`src/rtl/riscv_cache_pkg.sv`:
```
`default_nettype none
// +----------------------------------------------------------------------------+
// | Package : riscv_cache_pkg                                                  |
// | Brief   : Shared types, default widths and address-split helpers for the   |
// |           direct-mapped write-through data cache.                          |
// | Rev     : 1.0  initial release                                             |
// +----------------------------------------------------------------------------+
package riscv_cache_pkg;

   localparam int c_ADDR_W  = 10;
   localparam int c_DATA_W  = 32;
   localparam int c_INDEX_W = 5;
   localparam int c_TAG_W   = c_ADDR_W - c_INDEX_W;

   typedef enum logic [1:0] {
      ST_IDLE    = 2'd0,
      ST_RD_MISS = 2'd1,
      ST_WR_THRU = 2'd2
   } state_t;

   function automatic logic [c_INDEX_W-1:0] addr_index(input logic [c_ADDR_W-1:0] addr);
      return addr[c_INDEX_W-1:0];
   endfunction

   function automatic logic [c_TAG_W-1:0] addr_tag(input logic [c_ADDR_W-1:0] addr);
      return addr[c_ADDR_W-1:c_INDEX_W];
   endfunction

endpackage
`default_nettype wire

```
`src/rtl/dcache_line_array.sv`:
```
`default_nettype none
// +----------------------------------------------------------------------------+
// | Module  : dcache_line_array                                                |
// | Brief   : Valid/tag/data storage for one-word lines; sync fill/update,     |
// |           async lookup with hit detection.                                 |
// | Rev     : 1.0  initial release                                             |
// +----------------------------------------------------------------------------+
module dcache_line_array
   import riscv_cache_pkg::*;
#(
   parameter int INDEX_W = c_INDEX_W,
   parameter int TAG_W   = c_TAG_W,
   parameter int DATA_W  = c_DATA_W
) (
   input  logic               clk,
   input  logic               rst,
   input  logic [INDEX_W-1:0] index,
   input  logic [TAG_W-1:0]   tag,
   input  logic               fill_en,
   input  logic               upd_en,
   input  logic [DATA_W-1:0]  wr_data,
   output logic               hit,
   output logic [DATA_W-1:0]  rd_data
);

   localparam int c_LINES = 1 << INDEX_W;

   logic [c_LINES-1:0] r_valid;
   logic [TAG_W-1:0]   r_tag  [c_LINES];
   logic [DATA_W-1:0]  r_data [c_LINES];

   always_ff @(posedge clk) begin
      if (rst)
         r_valid <= '0;
      else if (fill_en)
         r_valid[index] <= 1'b1;
   end

   // Tag/data need no reset: nothing reads them while the valid bit is clear.
   always_ff @(posedge clk) begin
      if (fill_en) begin
         r_tag[index]  <= tag;
         r_data[index] <= wr_data;
      end else if (upd_en) begin
         r_data[index] <= wr_data;
      end
   end

   assign hit     = r_valid[index] && (r_tag[index] == tag);
   assign rd_data = r_data[index];

endmodule
`default_nettype wire

```
`src/rtl/dcache_mem_ctrl.sv`:
```
`default_nettype none
// +----------------------------------------------------------------------------+
// | Module  : dcache_mem_ctrl                                                  |
// | Brief   : Direct-mapped, write-through, no-write-allocate data cache       |
// |           controller driving the WE/RE/ready memory handshake.             |
// | Rev     : 1.0  initial release                                             |
// +----------------------------------------------------------------------------+
module dcache_mem_ctrl
   import riscv_cache_pkg::*;
#(
   parameter int ADDR_W  = c_ADDR_W,
   parameter int DATA_W  = c_DATA_W,
   parameter int INDEX_W = c_INDEX_W,
   parameter int CNT_W   = 16
) (
   input  logic              clk,
   input  logic              rst,
   input  logic              cpu_re,
   input  logic              cpu_we,
   input  logic [ADDR_W-1:0] cpu_addr,
   input  logic [DATA_W-1:0] cpu_wd,
   output logic [DATA_W-1:0] cpu_rd,
   output logic              cpu_stall,
   output logic              mem_we,
   output logic              mem_re,
   output logic [ADDR_W-1:0] mem_addr,
   output logic [DATA_W-1:0] mem_wd,
   input  logic [DATA_W-1:0] mem_rd,
   input  logic              mem_ready,
   output logic [CNT_W-1:0]  hit_cnt,
   output logic [CNT_W-1:0]  miss_cnt
);

   localparam int c_TAG_W = ADDR_W - INDEX_W;

   state_t              r_state;
   state_t              w_next;
   logic [INDEX_W-1:0]  w_index;
   logic [c_TAG_W-1:0]  w_tag;
   logic                w_hit;
   logic [DATA_W-1:0]   w_line_data;
   logic                w_fill;
   logic                w_upd;
   logic [DATA_W-1:0]   w_line_wd;
   logic                w_hit_inc;
   logic                w_miss_inc;
   logic [CNT_W-1:0]    r_hit_cnt;
   logic [CNT_W-1:0]    r_miss_cnt;

   assign w_index = cpu_addr[INDEX_W-1:0];
   assign w_tag   = cpu_addr[ADDR_W-1:INDEX_W];

   dcache_line_array #(
      .INDEX_W (INDEX_W),
      .TAG_W   (c_TAG_W),
      .DATA_W  (DATA_W)
   ) u_lines (
      .clk     (clk),
      .rst     (rst),
      .index   (w_index),
      .tag     (w_tag),
      .fill_en (w_fill),
      .upd_en  (w_upd),
      .wr_data (w_line_wd),
      .hit     (w_hit),
      .rd_data (w_line_data)
   );

   always_ff @(posedge clk) begin
      if (rst)
         r_state <= ST_IDLE;
      else
         r_state <= w_next;
   end

   // Requests drop combinationally in the ready cycle so memory never sees a 5th beat.
   always_comb begin
      w_next     = r_state;
      cpu_stall  = 1'b0;
      cpu_rd     = '0;
      mem_we     = 1'b0;
      mem_re     = 1'b0;
      mem_addr   = cpu_addr;
      mem_wd     = cpu_wd;
      w_fill     = 1'b0;
      w_upd      = 1'b0;
      w_line_wd  = cpu_wd;
      w_hit_inc  = 1'b0;
      w_miss_inc = 1'b0;
      case (r_state)
         ST_IDLE: begin
            if (cpu_we) begin
               cpu_stall = 1'b1;
               w_next    = ST_WR_THRU;
            end else if (cpu_re) begin
               if (w_hit) begin
                  cpu_rd    = w_line_data;
                  w_hit_inc = 1'b1;
               end else begin
                  cpu_stall = 1'b1;
                  w_next    = ST_RD_MISS;
               end
            end
         end
         ST_RD_MISS: begin
            mem_re = ~mem_ready;
            if (mem_ready) begin
               cpu_rd     = mem_rd;
               w_fill     = 1'b1;
               w_line_wd  = mem_rd;
               w_miss_inc = 1'b1;
               w_next     = ST_IDLE;
            end else begin
               cpu_stall = 1'b1;
            end
         end
         ST_WR_THRU: begin
            mem_we = ~mem_ready;
            if (mem_ready) begin
               w_upd  = w_hit;
               w_next = ST_IDLE;
            end else begin
               cpu_stall = 1'b1;
            end
         end
         default: w_next = ST_IDLE;
      endcase
   end

   always_ff @(posedge clk) begin
      if (rst) begin
         r_hit_cnt  <= '0;
         r_miss_cnt <= '0;
      end else begin
         if (w_hit_inc && (r_hit_cnt != '1))
            r_hit_cnt <= r_hit_cnt + 1'b1;
         if (w_miss_inc && (r_miss_cnt != '1))
            r_miss_cnt <= r_miss_cnt + 1'b1;
      end
   end

   assign hit_cnt  = r_hit_cnt;
   assign miss_cnt = r_miss_cnt;

endmodule
`default_nettype wire
```
`config.mk`:
```
export PLATFORM = sky130hd
export DESIGN_NAME = dcache_mem_ctrl
export DESIGN_NICKNAME = d
export VERILOG_FILES = /design/src/rtl/riscv_cache_pkg.sv /design/src/rtl/dcache_line_array.sv /design/src/rtl/dcache_mem_ctrl.sv
export SDC_FILE = /design/constraint.sdc
export NUM_CORES = 1
export LEC_CHECK = 0
export ABC_CLOCK_PERIOD_IN_PS = 14500
export CORE_UTILIZATION = 45
export DETAILED_ROUTE_END_ITERATION = 16
export SLEW_MARGIN = 20
export SYNTH_ARGS = -nofsm -noshare
export SYNTH_HDL_FRONTEND = slang
export SYNTH_SLANG_ARGS = --single-unit
```
`constraint.sdc`:
```
create_clock -name clk -period 14.5 [get_ports clk]
set_clock_uncertainty 0.1 [all_clocks]
set_input_delay 2.175 -clock clk [delete_from_list [all_inputs] [get_ports clk]]
set_output_delay 2.175 -clock clk [all_outputs]
set_load 0.02 [all_outputs]
```
==> impl_results.md <==
- Status: complete, no violations
- Vias: 24970
- Cell count after synthesis: ~2500
- Sequential power share: 53.9%
- Min Tclk post-route: between 9 and 10 ns
- Final core utilization: roughly 52%
- Worst-skew pair later-pin latency: around 0.70 ns
- Setup violators final: 0
- Crit Path Class: in -> out
- Setup TNS: 0 ns
- Die Wd: 330.0 um
- Core area: approximately 0.11 mm^2
- Sink Count: between 1000 and 1500
- TritonCTS clock tree: yes
- Drt first pass iters: 5
- Worst slack, placed: 5.144 ns
- Pwr/cell area: roughly 130 mW/mm^2
- Synth Net Count: 2549
- # Max-Cap Violations: 0
- Layout Area Growth over Synthesis: 14.90%
- Fillers: approximately 8300
- Clk Tree Root Cell: clkbuf_16
- Clk buf depth: 3
- Register area share after synthesis: roughly 76%
- Post-CTS sizing: 0
- Clk pin slew, worst setup/hold paths: ~0.06 ns
- Combinational fraction of design power: under 10%
- Grt ovf: 0
- Arr. time, crit path: 7.13 ns
- Post-Syn Area per Cell: 19.65 um^2
- DRC: 0
- Final setup margin: approximately 5 ns
- Slew Limit Fails: 0
- Post-DP HPWL: slightly below 70 mm
- Largest net degree at the start of global routing: ~110
- Footprint of the multi-input gates: roughly 0.011 mm^2
- Register area: between 0.03 and 0.04 mm^2
- Post-synthesis register bit count: around 1300
- Share of cells above drive strength 1: 20.38%
- GPL Wtd Cong: just under 0.9
- Global-route wire length before repair: 175.1 mm
- Vias per cell: 6.013
- Yosys top cell area share: 73.44%
- # diodes: 0
- Sw power: 1.562 mW
- Worst hold path class: reg -> reg
- PortBufs: ~190
- Crit path max fanout: 41
- CP Launch Type: primary input
- Die Height: 330.0 um
- Vias in the first global route: around 25000
- # Post-CTS Setup Buffers: 0
- Wire length per cell: between 20 and 30 um
- Area of the mapped netlist: between 0.04 and 0.05 mm^2
- Starting Density: a little under half
- RSZ-0062 raised after global routing: false
- Total routed wirelength: 121.5 mm
- Die area: around 0.11 mm^2
- H-tree levels: 3
- Hold violation count in the final report: 0
- Antenna violations before repair: 2
- Cell variety after synth: between 50 and 60
- Max Fclk: 106.3 MHz
- Setup crit end kind: primary output
- Worst-Margin Slew: about 1.2 ns
- Post-synthesis async set-or-reset flop share: 0%
- Fin area: 0.05562 mm^2
- Clock power frac: ~41%
- Synth area leader: edfxtp_1
- Max IR drop VDD: roughly 0.099 mV
- I/O pin cnt: 188
- Hold Buf Count CTS: 0
- GRT Util Overall: 22.50%
- CTS Buf Count: around 120
- Number of cell rows: approximately 120
- Largest cells by area after synthesis: edfxtp_1 73%, mux4_2 12%, dfxtp_1 2.7%
- Post-synth EDFFs: between 1000 and 1500
- DR iter-0 viols: 2728
- Count of warnings emitted by yosys: 0
- Leak: around 18 nW
- Tcrit/Tclk final: ~65%
- Slew HR: 21.97%
- DP Area: ~0.052 mm^2
- Sw Ratio: roughly a fifth
- CP Data Required Time: between 10 and 15 ns
- Cell Int Power: roughly 5.8 mW
- Main synth FF type: edfxtp_1
- Final nets: between 2000 and 3000
- Antenna Nets Post-Route: 0
-- power groups by stage --
stage | sequential, mW | combinational, mW | clock, mW
finish | 3.99 | 0.374 | 3.04
detailed placement | 4.06 | 0.376 | 0
global placement | 4.06 | 0.367 | 0
global route | 3.98 | 0.400 | 3.22
CTS | 3.99 | 0.377 | 3.09
floorplan | 4.06 | 0.235 | 0
-- critical path, cell delays in order --
cell,delay [ns]
clkdlybuf4s50_1,1.12
or3b_4,0.26
buf_4,0.70
o22ai_1,0.19
or2_1,0.27
nor3_1,0.29
o21a_2,0.25
nand4_4,0.45
buf_4,0.47
o21ai_0,0.23
clkdlybuf4s50_1,0.65
-- state kept, by name, indices dropped and copies added, names as in the netlist --
register	cells
hit_cnt	16
miss_cnt	16
u_lines.r_valid	32
u_lines.r_data	1024
r_state	2
u_lines.r_tag	160
-- final timing paths --
| check | startpoint | endpoint | slack [ns] | cells past startpoint |
|---|---|---|---|---|
| setup reg to reg | u_lines.r_tag[2][3] | u_lines.r_data[27][15] | 9.74 | 9 |
| setup / recovery | cpu_addr[2] | cpu_rd[16] | 5.10 | 11 |
| hold reg to reg | u_lines.r_valid[18] | u_lines.r_valid[18] | 0.36 | 2 |
| hold / removal | u_lines.r_valid[18] | u_lines.r_valid[18] | 0.36 | 2 |
-- metrics by stage --
stage	power [mW]	hold WS (ns)	std cells
final	7.398	0.3621	4153
after global routing	7.603	0.3962	4153
after CTS	7.451	0.3674	4153
after detailed placement	4.439	0.3530	3926
after global placement	4.428	0.3473	3926
after floorplan	4.294	0.3348	2464
-- cell usage after synthesis, drive strengths merged, types with 2 or more instances --
| cell | n |
|---|---|
| a21o | 4 |
| xnor2 | 2 |
| nor3 | 5 |
| a21oi | 19 |
| o31ai | 4 |
| and4 | 6 |
| nand2 | 118 |
| or4b | 5 |
| ha | 6 |
| mux4 | 264 |
| clkbuf | 55 |
| or3 | 14 |
| dfxtp | 66 |
| nor2 | 153 |
| inv | 8 |
| o22ai | 172 |
| or4 | 36 |
| o21ai | 47 |
| xor2 | 10 |
| nand4bb | 4 |
| nand4b | 5 |
| nand4 | 13 |
| mux2 | 2 |
| nand2b | 2 |
| or4bb | 2 |
| buf | 119 |
| or2 | 3 |
| and3 | 2 |
| mux2i | 81 |
| nor2b | 7 |
| nor4 | 11 |
| or3b | 4 |
| and2 | 3 |
| edfxtp | 1184 |
| nand3b | 4 |
| nand3 | 16 |
-- logic make-up (layout without fill, tap and decap cells) --
kind of cell	count (synthesis)	after routing	synth area share, %
buffers and inverters	182	480	1.993
XOR/XNOR	12	12	0.2171
flip-flops	1250	1250	76.17
adder cells (fa/ha/maj)	6	6	0.1551
multiplexers	347	347	14.00
AND/OR/NAND/NOR	414	414	4.275
AO/OA/AOI/OAI	253	253	3.184
-- area by class of cell --
type	instances	share of cell area (%)
timing repair buffer	245	4.157
clock buffer	148	5.792
clock inverter	79	1.086
inverter	8	0.05399
multi-input combinational	1032	19.48
sequential	1250	66.30
tap	1391	3.129
-- cell usage in the layout (no fill, tap or decap), types with 6 or more instances in the layout --
master | synthesis | layout
a21oi_1 | 19 | 19
buf_4 | 54 | 58
bufinv_16 | 0 | 8
clkbuf_1 | 54 | 20
clkbuf_16 | 0 | 123
clkdlybuf4s50_1 | 0 | 184
clkinv_1 | 0 | 26
clkinv_2 | 0 | 31
clkinvlp_4 | 0 | 6
dfxtp_1 | 66 | 66
edfxtp_1 | 1184 | 1184
ha_1 | 6 | 6
inv_1 | 8 | 8
mux2i_1 | 81 | 81
mux4_2 | 264 | 264
nand2_1 | 115 | 113
nand3_1 | 15 | 14
nand4_1 | 11 | 11
nor2_1 | 153 | 121
nor2_4 | 0 | 32
nor2b_1 | 7 | 7
nor4_1 | 11 | 11
o21ai_0 | 45 | 45
o22ai_1 | 172 | 172
or3_1 | 14 | 13
or4_1 | 36 | 36
xor2_1 | 10 | 10
-- layer usage --
layer / vias up / wire [um] / global-route usage (%)
met4: 0 / 2918 / 6.432
met1: 13220 / 50160 / 31.52
met5: - / 0 / 0
li1: 10520 / - / -
met2: 1067 / 60210 / 36.94
met3: 166 / 8251 / 3.249
(Power assumes the default switching activity.)
